===== src/rtl/cordic_vec_sched.sv =====
// cordic_vec_sched: round-robin issue scheduler, stage-enable token pipe and tagged result strobe for a shared CORDIC vectoring engine
module cordic_vec_sched #(
  parameter int NUM_REQ       = 4,
  parameter int CORDIC_STAGES = 16,
  parameter int ID_WIDTH      = $clog2(NUM_REQ)
) (
  input  logic                     clk,
  input  logic                     nreset,
  input  logic [NUM_REQ-1:0]       req_in,
  input  logic [2*NUM_REQ-1:0]     quad_in,
  input  logic                     hold_in,
  output logic [NUM_REQ-1:0]       gnt_out,
  output logic                     issue_vld_out,
  output logic [1:0]               quad_out,
  output logic [ID_WIDTH-1:0]      issue_id_out,
  output logic [CORDIC_STAGES-1:0] enable_out,
  output logic [NUM_REQ-1:0]       busy_out,
  output logic                     res_vld_out,
  output logic [ID_WIDTH-1:0]      res_id_out,
  output logic [NUM_REQ-1:0]       done_out,
  output logic                     idle_out
);
  logic [ID_WIDTH-1:0] rr_ptr, win;
  logic found, go;
  int j;
  logic [NUM_REQ-1:0] elig, set_m, clr_m;
  logic [CORDIC_STAGES:0] tok;
  logic [CORDIC_STAGES:0][ID_WIDTH-1:0] ids;
  assign elig = req_in & ~busy_out;
  // scan from the farthest offset down so the nearest eligible index at/after rr_ptr wins
  always_comb begin
    win = '0;
    found = 1'b0;
    j = 0;
    for (int i = NUM_REQ-1; i >= 0; i--) begin
      j = int'(rr_ptr) + i;
      j = j >= NUM_REQ ? j - NUM_REQ : j;
      if (elig[j]) begin
        win = ID_WIDTH'(j);
        found = 1'b1;
      end
    end
  end
  assign go    = found & ~hold_in;
  assign set_m = go ? NUM_REQ'(1) << win : '0;
  // the token leaving the last stage retires its owner on the same edge res_vld_out rises
  assign clr_m = tok[CORDIC_STAGES-1] ? NUM_REQ'(1) << ids[CORDIC_STAGES-1] : '0;
  assign enable_out  = tok[CORDIC_STAGES-1:0];
  assign res_vld_out = tok[CORDIC_STAGES];
  assign res_id_out  = ids[CORDIC_STAGES];
  assign idle_out    = ~|tok & ~issue_vld_out & ~|busy_out;
  always_ff @(posedge clk or negedge nreset) begin
    if (!nreset) begin
      gnt_out       <= '0;
      issue_vld_out <= 1'b0;
      quad_out      <= '0;
      issue_id_out  <= '0;
      rr_ptr        <= '0;
      busy_out      <= '0;
      tok           <= '0;
      ids           <= '0;
      done_out      <= '0;
    end else begin
      gnt_out       <= set_m;
      issue_vld_out <= go;
      if (go) begin
        quad_out     <= quad_in[2*win +: 2];
        issue_id_out <= win;
        rr_ptr       <= win == ID_WIDTH'(NUM_REQ-1) ? '0 : win + 1'b1;
      end
      busy_out <= (busy_out | set_m) & ~clr_m;
      tok      <= {tok[CORDIC_STAGES-1:0], issue_vld_out};
      ids      <= {ids[CORDIC_STAGES-1:0], issue_id_out};
      done_out <= clr_m;
    end
  end
endmodule


===== config.mk =====
export PLATFORM = sky130hd
export DESIGN_NAME = cordic_vec_sched
export DESIGN_NICKNAME = d
export VERILOG_FILES = /design/src/rtl/cordic_vec_sched.sv
export SDC_FILE = /design/constraint.sdc
export NUM_CORES = 1
export LEC_CHECK = 0
export ABC_AREA = 1
export CORE_ASPECT_RATIO = 0.5
export CORE_UTILIZATION = 47
export CTS_BUF_LIST = sky130_fd_sc_hd__clkbuf_2 sky130_fd_sc_hd__clkbuf_4 sky130_fd_sc_hd__clkbuf_8
export DETAILED_ROUTE_END_ITERATION = 10
export GPL_TIMING_DRIVEN = 1
export PLACE_DENSITY_LB_ADDON = 0.05
export REMOVE_ABC_BUFFERS = 1
export SLEW_MARGIN = 15
export SYNTH_ARGS = -nofsm -noshare
export SYNTH_HDL_FRONTEND = slang
export SYNTH_SLANG_ARGS = --single-unit

===== constraint.sdc =====
create_clock -name clk -period 1.6 [get_ports clk]
set_input_delay 0.4 -clock clk [delete_from_list [all_inputs] [get_ports clk]]
set_output_delay 0.4 -clock clk [all_outputs]
set_load 0.02 [all_outputs]

# --- Word-level counts from Yosys, hierarchy flattened ---
# Index checks and enable logic that the tools add are counted.
classes:
  n_lt_le_gt_ge: 8
  reduce_logical: 4
  muxes: 27
  bitwise_logic: 10
  eq_ne: 1
  shift: 3
  addsub: 8
ops:
  columns: ["operator", "count"]
  rows:
  - ["32-bit by 4-bit less-than comparator with 1-bit output (second input constant)", 4]
  - ["32-bit two-way mux", 4]
  - ["17-bit OR reduction", 1]
  - ["1-bit two-way mux", 12]
  - ["3-bit by 3-bit subtractor with 4-bit output (second input constant)", 3]
  - ["2-bit two-way mux", 5]
  - ["3-bit greater-or-equal comparator (second input constant)", 3]
  - ["4-bit bitwise AND", 2]
  - ["1-bit binary-select mux with 2-bit select", 4]
  - ["4-bit two-way mux", 2]
  - ["4-bit inverter", 2]
  - ["8-bit by 4-bit variable part select with 2-bit output", 1]
  - ["1-bit by 2-bit left shift with 4-bit output (first input constant)", 2]
  - ["2-bit by 2-bit adder with 3-bit output (second input constant)", 2]
  - ["4-bit bitwise OR", 1]
  - ["4-bit OR reduction", 1]
  - ["2-bit by 3-bit subtractor with 4-bit output (second input constant)", 1]
  - ["2-bit by 1-bit adder with 3-bit output (second input constant)", 1]
  - ["1-bit bitwise AND", 3]
  - ["2-bit by 3-bit greater-or-equal comparator with 1-bit output (second input constant)", 1]
  - ["2-bit by 1-bit adder with 2-bit output (second input constant)", 1]
  - ["2-bit == test (second input constant)", 1]
  - ["1-bit logical NOT", 2]
  - ["1-bit inverter", 2]
word_totals:
  ff_bits: 70
  in_bits: 15
  output_inout_bits: 37
  wordCells: 86

# --- Logic depth before layout (Yosys ltp) ---
# Gate-level depths: netlist (run 1).
depth:
  ltp_word: 14
  mapped_depth: 16
  depth_no_buf: 15

# --- Worst setup path after synthesis (run 1) ---
# No wires, ideal clock.
synth_path:
  kind: "register to output"
  from: "register tok[1]"
  to: "output idle_out"
  stages_incl_launch_ff: 4
  slack_ns: -0.274
  t_required_ns: 1.200
  arrival_ns: 1.474
  cell_sequence: "dfrtp_1 -> nor4_1 -> nand4_1 -> nor4_1"
synth_between:
  elab_chain_len: 4
synth_lines:
  columns: ["element", "line_no", "rtl"]
  rows:
  - ["start, declared", "27", "logic [CORDIC_STAGES:0] tok;"]
  - ["start signal, assigned", "72", "tok <= {tok[CORDIC_STAGES-1:0], issue_vld_out};"]
  - ["17-bit OR reduction", "51", "assign idle_out = ~|tok & ~issue_vld_out & ~|busy_out;"]
  - ["1-bit logical NOT", "51", null]
  - ["1-bit bitwise AND (2 in a row)", "51", null]
  - ["end, declared", "21", "output logic idle_out"]
# Every way passes these cells.

# --- Final worst setup path (run 1) ---
layout_path:
  from: "register rr_ptr[0]"
  to: "register busy_out[0]"
layout_between:
  elab_chain_len: 14
  word_cells_on_any_way: 40
layout_lines:
  columns: ["element", "line_no", "rtl"]
  rows:
  - ["start, declared", "23", "logic [ID_WIDTH-1:0] rr_ptr, win;"]
  - ["start signal, assigned", "69", "rr_ptr <= win == ID_WIDTH'(NUM_REQ-1) ? '0 : win + 1'b1;"]
  - ["2-bit by 2-bit adder with 3-bit output", "36", "j = int'(rr_ptr) + i;"]
  - ["3-bit by 3-bit subtractor with 4-bit output or 3-bit greater-or-equal comparator (tied branches)", "37", "j = j >= NUM_REQ ? j - NUM_REQ : j;"]
  - ["32-bit two-way mux", "37", null]
  - ["1-bit binary-select mux with 2-bit select", "38", "if (elig[j]) begin"]
  - ["1-bit two-way mux (implied by the code) (2 in a row)", "38", null]
  - ["2-bit two-way mux or 1-bit two-way mux (tied branches) (4 in a row)", "38", null]
  - ["1-bit by 2-bit left shift with 4-bit output or 1-bit bitwise AND (tied branches)", "45, 44", null]
  - ["4-bit two-way mux *", "45", "assign set_m = go ? NUM_REQ'(1) << win : '0;"]
  - ["named net set_m[0]", "26", "logic [NUM_REQ-1:0] elig, set_m, clr_m;"]
  - ["4-bit bitwise OR *", "71", "busy_out <= (busy_out | set_m) & ~clr_m;"]
  - ["4-bit bitwise AND *", "71", null]
  - ["end signal, assigned", "71", null]
  - ["end, declared", "17", "output logic [NUM_REQ-1:0] busy_out,"]
# Mark *: on every way through the listed nets, which the timed path passes. The rest lies on a longest branch. The select of a mux whose other input is x is not followed.
# A chain may end at the register's enable or synchronous reset.

==> results.md, run 1 <==
- Outcome: complete, but fails checks
- Failing checks: negative setup slack
- Pins Over Slew Limit: 0
- Vias: 1810
- Min Clock Period, post-route: 1970 ps
- Sink Count: 70
- Worst-margin pin slew: 416 ps
- Initial DRT Pass Iterations: 4
- Core area: 0.00462 mm²
- Fill cell count: 266
- Unrepaired setup endpoints after global routing: yes
- CP max stage cell: dfrtp_2
- Yosys Warn Count: 0
- I/O Buffers: 51
- Area delta synth->final: 61.0%
- Fin nets: 319
- Power Total: 8.59 mW
- Top cells by area, synth: dfrtp_1, nand2_1, nand3_1, inv_1, nand2_4
- Share of the synthesized area in the top cell type: 73.8%
- # Max-Cap Violations: 0
- Syn avg cell area: 12.4 µm²
- Multiplexer share of the synthesized area: 0%
- Critical Path RT: 1870 ps
- Final ANT Viol Nets: 0
- Final Routed Wirelength: 5.60 mm
- Clock transition at the registers of the reported paths: 70 ps
- Commonest non-fill, non-tap cells in the layout: dfrtp_1, buf_4, dlygate4sd2_1
- Chip height: 52.2 µm
- Most common cell after layout, fill and taps aside: dfrtp_1
- Post-Synth XOR/XNOR Area: 0.738%
- H-tree levels: 3
- Dpl cell area: 0.00326 mm²
- Worst-Skew Late Latency: 330 ps
- Placer Congestion: 0.805
- Area leader, netlist: dfrtp_1
- Largest stage delay, worst path: 510 ps
- Largest net degree at the start of global routing: 71
- Yosys reg bits: 70
- Crit-path leading delay family: simple AND/OR/NAND/NOR gates
- Crit end category: flop
- Post-Synth Simple-Gate Area: 17.0%
- P_leak: 1.99 nW
- Max clock buf depth: 2
- Share of cells above drive strength 1: 44.6%
- Distinct cells, synth: 23
- Largest family of logic cells by synthesized area: simple AND/OR/NAND/NOR gates
- Final setup viols: 16
- Maximum vdd drop: 1260 µV
- Final instance area: 0.00382 mm²
- Fmax: 508 MHz
- CTS tree: yes
- Gr ovfl total: 0
- FF-to-FF setup slack: -370 ps
- CTS root buffer: clkbuf_8
- Synth Area in Adders: 1.05%
- Critical path's most frequent cell: nand2_2
- # DRC: 0
- Vias in the first global route: 1755
- Initial Util: 51.4%
- Post-Syn Instances: 191
- Slew headroom: 72.0%
- Setup CP Type: reg2reg
- Worst setup margin: -369 ps
- Die area: 0.00535 mm²
- First-pass GRT wire length: 8.20 mm
- Initial antenna violation count: 0
- Maximum fanout along the worst path: 8
- # hold bufs at CTS: 0
- Vias per std cell: 4.85
- Crit start category: flop
- Total negative slack: -4080 ps
- FP Rows: 17
- HPWL after detailed placement: 3.28 mm
- Crit path buffers/inverters: 3
- Power per Cell Area: 2250 mW/mm²
- Ant diodes: 0
- Final period util: 123%
- WP data arrival: 2240 ps
- Sequential element share of the synthesized area: 73.8%
- Crit-path cells: inv_4, nand3_2, nand2_2, nand2_2, nand2_1, a21oi_2, nand2_2, nand2_8, buf_12, nor2_4, inv_2, nor2_4, nor2_2, nor2_2
- Drt initial violations: 61
- Global-route usage over all layers: 22.1%
- Hold Vio Cnt, Final: 0
- I/O pins: 52
- HP Class: in2async
- Post-synthesis compound-gate area fraction: 1.85%
- Wirelength per Cell: 15.0 µm
- Die W: 102 µm
- Syn Std Cell Area: 0.00237 mm²
- CTS Buf Count: 9
- Clk_skew: 6.27 ps
-- power by group --
group	internal, mW	total [mW]	switching (mW)
combinational	1.94	4.06	2.11
clock	1.10	1.72	0.618
sequential	2.45	2.82	0.366
-- timing repair --
action	in CTS	in global routing
pin swaps	18	23
gates cloned	0	0
resized for setup	84	47
buffers inserted	6	7
setup endpoints to repair	52	28
-- flip-flops by register name, indices dropped and copies added, names as in the netlist, 2 cells and up --
signal,flops
busy_out,4
gnt_out,4
ids,32
rr_ptr,2
res_id_out,2
issue_id_out,2
done_out,4
quad_out,2
tok,17
-- layout make-up --
type / instances / area [µm²] / share of cell area [%]
clock buffers: 11 / 145 / 3.80
well taps: 66 / 82.6 / 2.16
repair buffers: 103 / 913 / 23.9
clock inverters: 5 / 106 / 2.79
multi-input cells: 91 / 704 / 18.4
flip-flops and latches: 70 / 1750 / 45.9
inverters: 27 / 114 / 2.98
-- cell usage after synthesis --
| master | instances |
|---|---|
| nand3_2 | 1 |
| nor3_1 | 4 |
| a21oi_1 | 4 |
| nand4_1 | 2 |
| ha_1 | 2 |
| inv_4 | 1 |
| nand2_2 | 5 |
| nand2_1 | 33 |
| inv_2 | 4 |
| o21ai_2 | 1 |
| nor2_2 | 3 |
| nor4_1 | 5 |
| o21ai_0 | 3 |
| nor2_1 | 4 |
| inv_1 | 22 |
| nor2_4 | 2 |
| xnor2_1 | 1 |
| nand2_4 | 3 |
| dfrtp_1 | 70 |
| xor2_1 | 1 |
| nand3_1 | 17 |
| buf_6 | 1 |
| buf_4 | 2 |
-- final timing paths --
| path | from | to | depth (start not counted) |
|---|---|---|---|
| max in group asynchronous | nreset | rr_ptr[0] | 2 |
| min in group clk | ids[20] | ids[22] | 0 |
| worst min register to register | ids[20] | ids[22] | 0 |
| worst max-delay path | rr_ptr[0] | busy_out[0] | 14 |
| worst max register to register | rr_ptr[0] | busy_out[0] | 14 |
| worst min-delay path | nreset | ids[28] | 2 |
-- layer usage --
layer | global-route usage (%) | part of all wire (%) | up-vias
met5 | 0 | 0 | -
met4 | 10.2 | 2.1 | 0
met3 | 7.07 | 5.2 | 14
met2 | 40.3 | 52 | 69
met1 | 23.9 | 40 | 908
li1 | - | - | 819
-- through the flow --
stage / hold slack (ps) / util (%) / std cells / setup WS [ps]
final: 78.3 / 82.7 / 373 / -369
after global routing: 102 / 82.7 / 373 / -509
after CTS: 72.4 / 79.4 / 367 / -430
after detailed placement: 335 / 70.6 / 345 / -579
after global placement: 332 / 70.6 / 345 / -513
after floorplan: 104 / - / 188 / -274
-- cells by family (layout without fill, tap and decap cells) --
logic type / Yosys count / in the layout
fa+ha+maj: 2 / 2
simple gates: 79 / 79
buf+inv: 30 / 146
compound gates: 8 / 8
xor+xnor: 2 / 2
flops: 70 / 70
-- worst reg2reg max path: cells and delay by family (launching register included) --
| family | cells | cell delay [ps] |
|---|---|---|
| AND/OR/NAND/NOR | 10 | 990 |
| flip-flops | 1 | 510 |
| AO/OA/AOI/OAI | 1 | 80 |
| buffers and inverters | 3 | 350 |
No activity file was read; power rests on OpenSTA's default activity.
==> run 2: changes to the inputs <==
MAX_ROUTING_LAYER = met4   (was default)
PLACE_DENSITY = 0.79   (was default)
PLACE_DENSITY_LB_ADDON = default   (was 0.05)
==> run 2 against run 1 <==
Effect of this change: the run still ends with negative setup slack left; first-iteration DRC count rose by 54%; wire length rose by 27%; critical endpoint unchanged; largest power group unchanged; cell count rose by 0.80%; critical path depth rose by 1; total power rose by 1.1%.
==> results.md, run 2 (same netlist as run 1, synthesis figures left out) <==
- Final setup viols: 16 (unchanged)
- Biggest register: ids (unchanged)
- Multi-input logic area: 798 µm² (was 704 µm²)
- Hold Vio Cnt, Final: 0 (unchanged)
- Core area: 0.00462 mm² (unchanged)
- Wirelength per Cell: 18.9 µm (was 15.0 µm)
- Setup CP Type: reg2reg (unchanged)
- Final period util: 132% (was 123%)
- Outcome: complete, but fails checks (unchanged)
- P_leak: 2.01 nW (was 1.99 nW)
- Commonest non-fill, non-tap cells in the layout: dfrtp_1, buf_4, nand2_2 (was dfrtp_1, buf_4, dlygate4sd2_1)
- I/O Buffers: 51 (unchanged)
- Global-route usage over all layers: 26.0% (was 22.1%)
- Area delta synth->final: 63.2% (was 61.0%)
- Die area: 0.00535 mm² (unchanged)
- CTS root buffer: clkbuf_8 (unchanged)
- Crit start category: flop (unchanged)
- Most common cell after layout, fill and taps aside: dfrtp_1 (unchanged)
- Worst-Skew Late Latency: 340 ps (was 330 ps)
- Critical Path RT: 1860 ps (was 1870 ps)
- Fill cell count: 227 (was 266)
- HP Class: in2async (unchanged)
- # hold bufs at CTS: 0 (unchanged)
- Vias in the first global route: 1875 (was 1755)
- Final Routed Wirelength: 7.12 mm (was 5.60 mm)
- I/O pins: 52 (unchanged)
- Sequential Power Share: 33.3% (was 32.8%)
- Initial Util: 51.4% (unchanged)
- First-pass GRT wire length: 9.36 mm (was 8.20 mm)
- Sw Ratio: 39.8% (was 36.1%)
- Reg area: 0.00175 mm² (unchanged)
- Power per Cell Area: 2240 mW/mm² (was 2250 mW/mm²)
- Crit end category: flop (unchanged)
- Maximum fanout along the worst path: 8 (unchanged)
- Max clock buf depth: 2 (unchanged)
- Fmax: 475 MHz (was 508 MHz)
- Largest register FFs: 32 (unchanged)
- Gr ovfl total: 0 (unchanged)
- Switching pwr: 3.46 mW (was 3.10 mW)
- Clock transition at the registers of the reported paths: 70 ps (about the same)
- Core Util, Final: 83.9% (was 82.7%)
- Clk_skew: 8.65 ps (was 6.27 ps)
- Comb pwr share: 50.7% (was 47.2%)
- Hold Worst Slack: 66.9 ps (was 78.3 ps)
- Initial DRT Pass Iterations: 4 (unchanged)
- Placer Congestion: 0.818 (was 0.805)
- Drt initial violations: 94 (was 61)
- Pins Over Slew Limit: 0 (unchanged)
- Biggest regs: ids (32), tok (17) (unchanged)
- HPWL after detailed placement: 3.44 mm (was 3.28 mm)
- WP data arrival: 2370 ps (was 2240 ps)
- Final ANT Viol Nets: 0 (unchanged)
- Fin nets: 322 (was 319)
- Ant diodes: 0 (unchanged)
- Largest net degree at the start of global routing: 71 (unchanged)
- Initial antenna violation count: 0 (unchanged)
- Clk pwr share: 16.0% (was 20.0%)
- Chip height: 52.2 µm (unchanged)
- Dpl ws: -604 ps (was -579 ps)
- Slew headroom: 66.1% (was 72.0%)
- # Max-Cap Violations: 0 (unchanged)
- FP Rows: 17 (unchanged)
- Power Total: 8.68 mW (was 8.59 mW)
- Worst Reg-to-Reg Cells: 15 (was 14)
- CTS tree: yes (unchanged)
- Die W: 102 µm (unchanged)
- # DRC: 0 (unchanged)
- Vias per std cell: 5.01 (was 4.85)
- Maximum vdd drop: 1290 µV (was 1260 µV)
- Worst-margin pin slew: 505 ps (was 416 ps)
- Unrepaired setup endpoints after global routing: yes (unchanged)
- Sink Count: 70 (unchanged)
- H-tree levels: 3 (unchanged)
- Failing checks: negative setup slack (unchanged)
- Internal: 5.23 mW (was 5.49 mW)
- Share of cells above drive strength 1: 52.3% (was 44.6%)
- Worst setup margin: -507 ps (was -369 ps)
- CTS Buf Count: 9 (unchanged)
- Vias: 1883 (was 1810)
- Min Clock Period, post-route: 2110 ps (was 1970 ps)
-- run 2: through the flow --
stage          instance area, µm²  setup TNS [ps]  std cells
2_1_floorplan                2350           -1190        188
3_5_place_dp                 3280           -7140        348
4_1_cts                      3650           -2150        367
3_3_place_gp                 3280           -6520        348
5_1_grt                      3870           -6810        376
6_report                     3870           -5620        376
-- run 2: per-layer routing --
layer | vias up | track usage, % | wire (µm)
met5 | - | - | 0
met4 | 0 | 13.1 | 328
met3 | 35 | 8.00 | 373
met2 | 86 | 44.1 | 3620
met1 | 930 | 28.5 | 2790
li1 | 832 | - | -
-- run 2: final timing paths --
check                          start          end  slack [ps]
max in group asynchronous     nreset    rr_ptr[0]        1220
setup / recovery           rr_ptr[0]  busy_out[0]        -510
hold reg to reg               ids[6]       ids[8]         350
min in group clk              ids[6]       ids[8]         350
setup reg to reg           rr_ptr[0]  busy_out[0]        -510
hold / removal                nreset      ids[11]          70
-- run 2: power groups by stage --
| stage | combinational (mW) | clock [mW] | sequential (mW) |
|---|---|---|---|
| after floorplan | 0.984 | 0 | 3.18 |
| after CTS | 3.54 | 1.41 | 2.81 |
| final | 4.40 | 1.39 | 2.90 |
| after global placement | 3.09 | 0 | 2.77 |
| after detailed placement | 3.20 | 0 | 2.81 |
| after global routing | 4.66 | 1.50 | 2.96 |
-- run 2: cell type report --
cell class	count	share of cell area (%)
timing repair buffer	106	23.9
sequential	70	45.3
tap	66	2.13
multi-input combinational	91	20.6
clock inverter	6	1.62
clock buffer	10	3.39
inverter	27	3.01
-- run 2: critical path: stages, from the launching register on --
cell and delay [ps]:
dfrtp_2 540, inv_4 100, nand3_2 100, nand2_2 70, nand2_2 100, nand2_4 80, nor2_4 160, nor2_2 60
nand2_2 110, nand2_4 100, buf_12 140, nor2_4 100, inv_2 70, nor2_4 130, nor2_2 60, nor2_2 110
-- run 2: what timing repair did --
action,4_1_cts,5_1_grt
pin swaps,24,26
resized for setup,109,60
cloned,0,0
endpoints found under the setup margin,52,28
buffers inserted,3,9
==> run 3: changes to the inputs <==
CAP_MARGIN = 40   (was default)
SLEW_MARGIN = 20   (was 15)
==> results of run 3 <==
No change in the layout: final DEF, timing and power equal those of run 2.
